==> config.mk <==
export PLATFORM = sky130hd
export DESIGN_NAME = mem_port_arbiter
export DESIGN_NICKNAME = d
export VERILOG_FILES = /design/src/rtl/mem_port_arbiter.sv
export SDC_FILE = /design/constraint.sdc
export NUM_CORES = 1
export LEC_CHECK = 0
export CAP_MARGIN = 20
export CORE_MARGIN = 5
export CORE_UTILIZATION = 50
export DETAILED_ROUTE_END_ITERATION = 6
export GPL_ROUTABILITY_DRIVEN = 0
export PLACE_DENSITY_LB_ADDON = 0.12
export SLEW_MARGIN = 20
export SYNTH_ARGS = -nofsm -noshare
export SYNTH_HDL_FRONTEND = slang
export SYNTH_SLANG_ARGS = --single-unit
export TNS_END_PERCENT = 1
==> constraint.sdc <==
create_clock -name clk -period 4.8 [get_ports clk]
set_input_delay 0.96 -clock clk [delete_from_list [all_inputs] [get_ports clk]]
set_output_delay 0.96 -clock clk [all_outputs]
set_load 0.03 [all_outputs]
==> src/rtl/mem_port_arbiter.sv <==
// Arbitrates instruction-fetch and data ports onto a level-handshake SDRAM port,
// with read-modify-write for sub-word stores. Define ARB_ROUND_ROBIN_EN for alternating priority.
module mem_port_arbiter #(
    parameter int ADDR_W = 32
) (
    input  logic              clk,
    input  logic              reset,
    input  logic              i_req,
    input  logic [ADDR_W-1:0] i_addr,
    output logic              i_ack,
    output logic [31:0]       i_data,
    input  logic              d_req,
    input  logic              d_we,
    input  logic [1:0]        d_size,
    input  logic [ADDR_W-1:0] d_addr,
    input  logic [31:0]       d_wdata,
    output logic              d_ack,
    output logic [31:0]       d_rdata,
    output logic              mem_wr_req,
    input  logic              mem_wr_fin,
    output logic [ADDR_W-1:0] mem_wr_addr,
    output logic [31:0]       mem_wr_data,
    output logic              mem_rd_req,
    input  logic              mem_rd_fin,
    output logic [ADDR_W-1:0] mem_rd_addr,
    input  logic [31:0]       mem_rd_data,
    output logic [2:0]        dbg_state
);

    localparam logic [2:0] S_IDLE     = 3'd0;
    localparam logic [2:0] S_RD_WAIT  = 3'd1;
    localparam logic [2:0] S_RD_REL   = 3'd2;
    localparam logic [2:0] S_WR_WAIT  = 3'd3;
    localparam logic [2:0] S_WR_REL   = 3'd4;
    localparam logic [2:0] S_RMW_RD   = 3'd5;
    localparam logic [2:0] S_RMW_RREL = 3'd6;

    // Handshake: each client holds req until a one-cycle ack; memory req/fin are
    // four-phase levels (req up, fin up, req down, fin down) and only one memory req is ever high.
    logic [2:0]        state;
    logic              grant_d;
    logic [ADDR_W-1:0] lat_addr;
    logic [1:0]        lat_size;
    logic [31:0]       lat_wdata;
    logic              pick_d;
    logic              mem_idle;
    logic [31:0]       merged;
    logic [31:0]       load_word;

    assign dbg_state = state;
    assign mem_idle  = !mem_rd_fin && !mem_wr_fin;

`ifdef ARB_ROUND_ROBIN_EN
    logic prio_d;
    logic grant_done;

    assign grant_done = (state == S_RD_WAIT && mem_rd_fin) || (state == S_WR_WAIT && mem_wr_fin);
    assign pick_d     = d_req && (!i_req || prio_d);

    always_ff @(posedge clk or negedge reset) begin
        if (!reset) begin
            prio_d <= 1'b1;
        end else if (grant_done) begin
            prio_d <= !grant_d;
        end
    end
`else
    assign pick_d = d_req;
`endif

    // Memory words are big-endian, so the addressed byte/half lives in the top bits.
    always_comb begin
        merged = mem_rd_data;
        if (lat_size == 2'd0) begin
            merged = {lat_wdata[7:0], mem_rd_data[23:0]};
        end else if (lat_size == 2'd1) begin
            merged = {lat_wdata[15:0], mem_rd_data[15:0]};
        end
    end

    always_comb begin
        case (lat_size)
            2'd0:    load_word = {24'b0, mem_rd_data[31:24]};
            2'd1:    load_word = {16'b0, mem_rd_data[31:16]};
            default: load_word = mem_rd_data;
        endcase
    end

    always_ff @(posedge clk or negedge reset) begin
        if (!reset) begin
            state       <= S_IDLE;
            grant_d     <= 1'b0;
            lat_addr    <= '0;
            lat_size    <= 2'd0;
            lat_wdata   <= '0;
            i_ack       <= 1'b0;
            i_data      <= '0;
            d_ack       <= 1'b0;
            d_rdata     <= '0;
            mem_wr_req  <= 1'b0;
            mem_wr_addr <= '0;
            mem_wr_data <= '0;
            mem_rd_req  <= 1'b0;
            mem_rd_addr <= '0;
        end else begin
            i_ack <= 1'b0;
            d_ack <= 1'b0;
            case (state)
                S_IDLE: begin
                    if (mem_idle && (i_req || d_req)) begin
                        grant_d <= pick_d;
                        if (pick_d) begin
                            lat_addr  <= d_addr;
                            lat_size  <= d_size;
                            lat_wdata <= d_wdata;
                            if (d_we && d_size[1]) begin
                                mem_wr_req  <= 1'b1;
                                mem_wr_addr <= d_addr;
                                mem_wr_data <= d_wdata;
                                state       <= S_WR_WAIT;
                            end else begin
                                mem_rd_req  <= 1'b1;
                                mem_rd_addr <= d_addr;
                                state       <= d_we ? S_RMW_RD : S_RD_WAIT;
                            end
                        end else begin
                            lat_addr    <= i_addr;
                            lat_size    <= 2'd2;
                            mem_rd_req  <= 1'b1;
                            mem_rd_addr <= i_addr;
                            state       <= S_RD_WAIT;
                        end
                    end
                end
                S_RD_WAIT: begin
                    if (mem_rd_fin) begin
                        mem_rd_req <= 1'b0;
                        if (grant_d) begin
                            d_ack   <= 1'b1;
                            d_rdata <= load_word;
                        end else begin
                            i_ack  <= 1'b1;
                            i_data <= mem_rd_data;
                        end
                        state <= S_RD_REL;
                    end
                end
                S_RD_REL: begin
                    if (!mem_rd_fin) begin
                        state <= S_IDLE;
                    end
                end
                S_RMW_RD: begin
                    if (mem_rd_fin) begin
                        mem_rd_req  <= 1'b0;
                        mem_wr_data <= merged;
                        state       <= S_RMW_RREL;
                    end
                end
                S_RMW_RREL: begin
                    if (!mem_rd_fin) begin
                        mem_wr_req  <= 1'b1;
                        mem_wr_addr <= lat_addr;
                        state       <= S_WR_WAIT;
                    end
                end
                S_WR_WAIT: begin
                    if (mem_wr_fin) begin
                        mem_wr_req <= 1'b0;
                        d_ack      <= 1'b1;
                        state      <= S_WR_REL;
                    end
                end
                S_WR_REL: begin
                    if (!mem_wr_fin) begin
                        state <= S_IDLE;
                    end
                end
                default: state <= S_IDLE;
            endcase
        end
    end

endmodule

==> results of run 1 <==
state kept, by name, indices dropped and copies added, names as in the netlist:
| register | cells |
|---|---|
| grant_d | 1 |
| d_rdata | 32 |
| i_data | 32 |
| mem_rd_req | 1 |
| lat_wdata | 16 |
| d_ack | 1 |
| mem_wr_data | 32 |
| lat_size | 2 |
| lat_addr | 32 |
| mem_wr_addr | 32 |
| mem_wr_req | 1 |
| dbg_state | 3 |
| i_ack | 1 |
| mem_rd_addr | 32 |
layout by cell type, fill, tap and decap left out, drive strengths merged, types with 2 or more instances in the layout:
master and count:
a21oi 74, a22oi 8, and3 2, buf 12, clkbuf 34, clkdlybuf4s50 301
clkinv 3, dfrtp 218, inv 5, mux2 104, mux2i 88, nand2 103
nand3 2, nand3b 2, nor2 77, nor2b 2, nor3 3, nor4 2
o21ai 85, o22ai 2
through the flow:
stage | util | setup WS [ns] | instance area, um2
CTS | 0.721 | 1.74 | 13500
finish | 0.721 | 1.85 | 13500
floorplan | - | 2.20 | 9520
global placement | 0.681 | 1.30 | 12700
detailed placement | 0.681 | 1.23 | 12700
global route | 0.721 | 1.78 | 13500
routing by layer:
metal  wire, um  track usage  up-vias
met1      11400        0.324     3588
met5          0            0        -
met3       2170       0.0622       48
met4        821       0.0762        0
li1           -            -     3497
met2      13000        0.404      272
cell type report:
class,instances,area (um2)
Fill cell,1396,5210
Sequential cell,218,5460
Clock inverter,5,53.8
Multi-Input combinational cell,566,3840
Inverter,4,15.0
Timing Repair Buffer,313,3150
Tap cell,234,293
Clock buffer,34,687
where the power goes:
group	switching (mW)	internal [mW]	total (mW)
logic	2.45	1.95	4.41
clock network	0.694	1.04	1.73
registers	0.609	2.71	3.32
logic make-up after synthesis:
logic type | share of synthesized area
multiplexers | 0.216
AO/OA/AOI/OAI | 0.0973
flip-flops | 0.573
buffers and inverters | 0.0283
AND/OR/NAND/NOR | 0.0856
path summary, 6_finish.rpt:
check | endpoint | from
worst max-delay path | dbg_state[0] | dbg_state[0]
worst min-delay path | d_rdata[0] | reset
worst max register to register | lat_wdata[11] | dbg_state[1]
worst min register to register | mem_wr_addr[6] | mem_wr_addr[6]
max in group asynchronous | mem_rd_addr[18] | reset
min in group clk | mem_wr_addr[6] | mem_wr_addr[6]
==> results.md, run 1 <==
- The standard-cell row count is 50.
- Pin placement for this block handled between 300 and 400 I/O pins.
- For the worst-skew pair, the clock arrives at the later sink with an insertion delay of 0.50 ns.
- The highest-delay cell along the critical path is sky130_fd_sc_hd__clkdlybuf4s50_1.
- The leading register cell type out of synthesis is sky130_fd_sc_hd__dfrtp_1.
- The critical path is of the register to output pin type.
- After detailed placement, the design holds a cell count of between 1000 and 1500.
- The stage delay of the slowest cell on the critical path is around 0.78 ns.
- The flow ran to the end, and the final reports show no timing, DRC or antenna violations.
- The number of nets handed over by synthesis was about 1000.
- The total of buffers placed on input and output ports is 303.
- The worst ir drop on vdd is between 0.0003 and 0.0004 V.
- For this run, the post-layout net count is around 1300.
- The analysis attributes to cell leakage a power of about 6.0 nW.
- The worst slew slack as a fraction of its limit is 0.306.
- The area of the core is 18700 um2.
- For this configuration, the core starts out at a cell density of 0.509.
- Summed over all layers, the routed wires come to roughly 27000 um.
- For this run, the register share of the synthesized area comes to 0.573.
- Across every metal layer, demand over resource in global routing totals 0.246.
- The total buffers and inverters traversed by the critical path is 1.
- In this run the cell area of the synthesized design comes to roughly 9500 um2.
- Counting flops and latches in the post-synthesis netlist gives approximately 220.
- In this run the worst path has a maximum fanout of 16.
- The clock tree skew after final layout is between 0.006 and 0.007 ns.
- Dividing total power by cell area gives a power density of about 700 nW/um2.
- Ranked by total cell area, the synthesized netlist is headed by sky130_fd_sc_hd__dfrtp_1 57%, sky130_fd_sc_hd__mux2_2 11%, sky130_fd_sc_hd__mux2i_1 9.3%, sky130_fd_sc_hd__o21ai_0 4.5%, sky130_fd_sc_hd__nand2_1 4.0%.
- Once the clock tree was built, the setup fixing pass inserted 0 buffers.
- The layout-stage area growth over the synthesis result is 41.8%.
- The number of hold buffers added after CTS was 0.
- The via density per instance is about 5.4.
- The count of warnings emitted by yosys is 0.
- The clock drives roughly 220 sinks.
- Counting flops with an async set or reset pin after synthesis yields a share of 1.00.
- The average size of a mapped cell is ~11 um2.
- The root buffer cell is sky130_fd_sc_hd__clkbuf_16.
- The clock passes through at most 3 buffers.
- In this run the worst hold path is classified as primary input to async pin.
- Across the run, the number of max-cap violations was 0.
- In this run the horizontal extent of the chip is ~150 um.
- CTS built an H-tree with a depth of 1.
- The final-layout worst hold slack is approximately 0.46 ns.
- Setup repair after global routing left no endpoint under its margin.
- The via total after detailed routing is ~7400.
- The number of global-route vias before repair is about 7600.
- For the worst flop-to-flop path, the logic depth is 4.
- The number of diodes is 0.
- The count of unique library cells instantiated by Yosys is 35.
- The capturing element type of the critical path is an output pin.
- Setup violations remaining at the end of the flow were counted as 0.
- The max-slew violation count was 0.
- The HPWL after detailed placement is ~20000 um.
- Yosys instantiated no cell more often than sky130_fd_sc_hd__dfrtp_1.
- The initial antenna violation count is 0.
- The CTS buffer count is 23.
- The final-report hold violation count was 0.
- The number of resized instances in the post-cts repair step is 0.
- The critical path depth in cells is 1.
- The post-detailed-route wirelength per cell is 19.9 um.
- The largest area contributor in the netlist is sky130_fd_sc_hd__dfrtp_1.
- Clock-pin slew was measured on the worst setup and hold paths at roughly 0.06 ns.
- Counting I/O delays and the setup requirement, the final critical path takes ~2.9 ns.
- The DRC marker count from the first detailed-route iteration is between 300 and 400.
- The commonest cells after synthesis are 218 x sky130_fd_sc_hd__dfrtp_1, 102 x sky130_fd_sc_hd__nand2_1, 95 x sky130_fd_sc_hd__mux2_2.
- The achievable frequency is 339 MHz.
- The pin count of the biggest net entering global routing is 113.
- The first global-routing pass estimated between 40000 and 50000 um of wire.
- For this run, design rule violations remaining after detail routing come to 0.
- The die span in y is about 150 um.
- The aggregate negative setup slack is 0 ns.
- Grouping stages by cell kind, the critical path spends the most delay in buffers and inverters.
- The critical path goes through clkdlybuf4s50_1.
- TritonCTS built the clock tree.
- After global routing the overflow that remains totals 0.
- The full die area is between 20000 and 25000 um2.
- The total power draw is 9.45 mW.
- In this run the remaining antenna-violating nets after routing total 0.
- The area share of the leading cell type in the synthesized netlist is 0.573.
- The finished layout holds about 1400 standard cells, fillers aside.
- In the final layout, the share of cells above drive strength 1 is 0.133.
- The first TritonRoute pass finished after 4 iterations.
- For the worst setup path, the data arrival time is around 2.0 ns.
- Yosys mapped a number of flops with a built-in enable equal to 0.
- In the finished design, the share of the clock period the worst path needs comes to 0.614.
- STA puts the critical path data required time at 3.84 ns.
- At the pin with the least slew margin, the transition time is 1.04 ns.
- The setup slack on the worst flop-to-flop path is 2.24 ns.
- After technology mapping, the gate count stands at 849.
- The kind of start point of the critical path is a register.
No activity file was read; power rests on OpenSTA's default activity.
==> run 2, diff against run 1 <==
--- a/config.mk
+++ b/config.mk
@@ -7,7 +7,7 @@
 export LEC_CHECK = 0
 export CAP_MARGIN = 20
 export CORE_MARGIN = 5
-export CORE_UTILIZATION = 50
+export CORE_UTILIZATION = 47
 export DETAILED_ROUTE_END_ITERATION = 6
 export GPL_ROUTABILITY_DRIVEN = 0
 export PLACE_DENSITY_LB_ADDON = 0.12
==> constraint.sdc (replaced) <==
create_clock -name clk -period 2.81 [get_ports clk]
set_input_delay 0.562 -clock clk [delete_from_list [all_inputs] [get_ports clk]]
set_output_delay 0.562 -clock clk [all_outputs]
set_load 0.03 [all_outputs]
==> results.md, run 2 (synthesis gave the netlist of run 1 again) <==
- The post-CTS setup buffer count is 0.
- The DRC marker count from the first detailed-route iteration is approximately 280.
- The count of endpoints failing setup in the final report is 0.
- The category of the critical setup timing path is register to output pin.
- In this run the count of I/O pins placed on the die edge is around 300.
- The final layout contains routed wiring with a total length of approximately 27000 um.
- In this run, post-CTS repair resized a total of 0 instances.
- Using the TritonRoute via totals, the vias-per-cell ratio works out to between 5 and 6.
- The count of nets left with antenna violations after detail routing is 0.
- The run finished with clean final reports.
- The final route contains ~7400 vias.
- The tightest min-delay check is of the primary input to async pin type.
- The instance count after placement with tap cells included is approximately 1400.
- The worst register-to-register path begins at dbg_state[1].
- The CTS buffer count is 24.
- Timing would allow up to roughly 400 MHz.
- For this design the ratio of total power to cell area is roughly 1200 nW/um2.
- The stage delay of the slowest cell on the critical path is about 0.8 ns.
- The slew at the pin closest to its max-slew limit is approximately 0.63 ns.
- The final-report hold violation count came to 0.
- The share of layout cells above drive strength 1 is 0.146.
- The clock arrives with 0.00722 ns of skew.
- In the layout the commonest cells are 301 x sky130_fd_sc_hd__clkdlybuf4s50_1, 217 x sky130_fd_sc_hd__dfrtp_1, 101 x sky130_fd_sc_hd__nand2_1.
- The post-detailed-route wirelength per cell is 19.3 um.
- The tree is rooted in a sky130_fd_sc_hd__clkbuf_16.
- The initial antenna violation count came to 1.
- The end of the worst register-to-register path is lat_wdata[6].
- The area of all sequential standard cells is roughly 5500 um2.
- The final layout contains 1275 nets.
- The clock reaches the later pin of the worst-skew pair after ~0.50 ns.
- The register clock-pin slew on the reported worst setup and hold paths is ~0.06 ns.
- The signal on the critical path passes through clkdlybuf4s50_1.
- The library cell used most frequently in the layout, excluding fill and tap cells, is sky130_fd_sc_hd__clkdlybuf4s50_1.
- The core utilization of the finished layout is 0.685.
- The standard-cell row count is 52.
- The top cell family by delay on the critical path is buffers and inverters.
- The filler cells instantiated in the layout total roughly 1500.
- Data on the critical path is required at its endpoint by 2.25 ns.
- The post-detailed-placement half-perimeter wirelength is between 20000 and 25000 um.
- The floorplan step defined a core boundary enclosing between 20000 and 25000 um2.
- The number of buffers and inverters on the critical path is 1.
- The CTS tree is built.
- The number of global-route vias before repair was roughly 7500.
- The highest-delay cell along the critical path is sky130_fd_sc_hd__clkdlybuf4s50_1.
- The max-slew violation count is 0.
- The launch point of the worst path is dbg_state[0].
- For this design, the sink count on the clock tree is roughly 220.
- The maximum clock path buffer count is 3.
- The final critical-path share of the clock period is 0.901.
- The design area is roughly 14000 um2.
- The aggregate negative setup slack is 0 ns.
- The total of hold buffers inserted after clock tree synthesis is 0.
- The final period demand of the worst path is about 2.5 ns.
- For flop-to-flop paths, the worst setup slack is approximately 0.58 ns.
- The leakage dissipation is around 6 nW.
- Summing all multi-input logic gate instances after layout gives ~3800 um2.
- The area of placed instances is 12900 um2.
- STA puts the critical path data arrival time at 1.97 ns.
- The worst ir drop on vdd is roughly 0.00060 V.
- Input and output buffers added on the ports amount to 303.
- The highest net fanout along the worst path is 16.
- The total power draw is ~16 mW.
- The sum of overflow across all layers after global routing is 0.
- The worst setup path is launched from a register.
- For this configuration, the core starts out at a cell density of 0.473.
- The worst slack after detailed placement is around 0.20 ns.
- For the worst flop-to-flop path, the logic depth is 4.
- The all-layer global routing usage is 0.232.
- Across the run, the number of max-cap violations was 0.
- The pin count of the biggest net entering global routing is 80.
- From synthesis to final layout, the design area changed by 44.7%.
- Setup repair after global routing left no endpoint under its margin.
- The wire length of the first global-routing pass is 43500 um.
- In this run the number of H-tree levels came out at 1.
- On the final layout, the worst hold slack is approximately 0.054 ns.
- The worst slew slack as a fraction of its limit is 0.581.
- The capturing element type of the critical path is an output pin.
- The full die area is around 23000 um2.
- The die is between 150 and 200 um tall.
- The detailed-routing iteration count for the pre-antenna-repair pass is 5.
- The finished layout holds between 1000 and 1500 standard cells, fillers aside.
- The die is around 150 um wide.
- The minimum setup slack in the final design is approximately 0.28 ns.
- The final routed DRC violation total is 0.
==> run 2: changes by cell type in the layout (fill, tap and decap cells not counted), moves of 2 or more <==
cell                        delta
sky130_fd_sc_hd__buf_12        +6
sky130_fd_sc_hd__buf_4         +5
sky130_fd_sc_hd__clkinv_2      +3
sky130_fd_sc_hd__clkbuf_16     +2
==> run 2: cell type report <==
cell class	instances	area share
multi-input combinational	566	0.278
clock inverter	10	0.00790
clock buffer	34	0.0522
antenna	1	0.000182
timing repair buffer	324	0.240
sequential	218	0.396
inverter	4	0.00109
tap	270	0.0245
==> run 2: worst max path at each step <==
stage	end	depth (start not counted)
floorplan	lat_wdata[10]	6
CTS	dbg_state[0]	1
global route	dbg_state[0]	1
global placement	lat_wdata[11]	5
finish	dbg_state[0]	1
detailed placement	lat_wdata[6]	5
==> run 2: power by group <==
group          internal (mW)  switching, mW
Combinational           3.39           4.31
Sequential              4.63          0.911
Clock                   1.97           1.25
==> run 2: routing by layer <==
layer,vias to the layer above,GRT usage,wire length [um]
met3,37,0.0684,2490
met5,-,0,0
met2,270,0.370,12600
met4,0,0.0629,688
met1,3553,0.312,11700
li1,3535,-,-
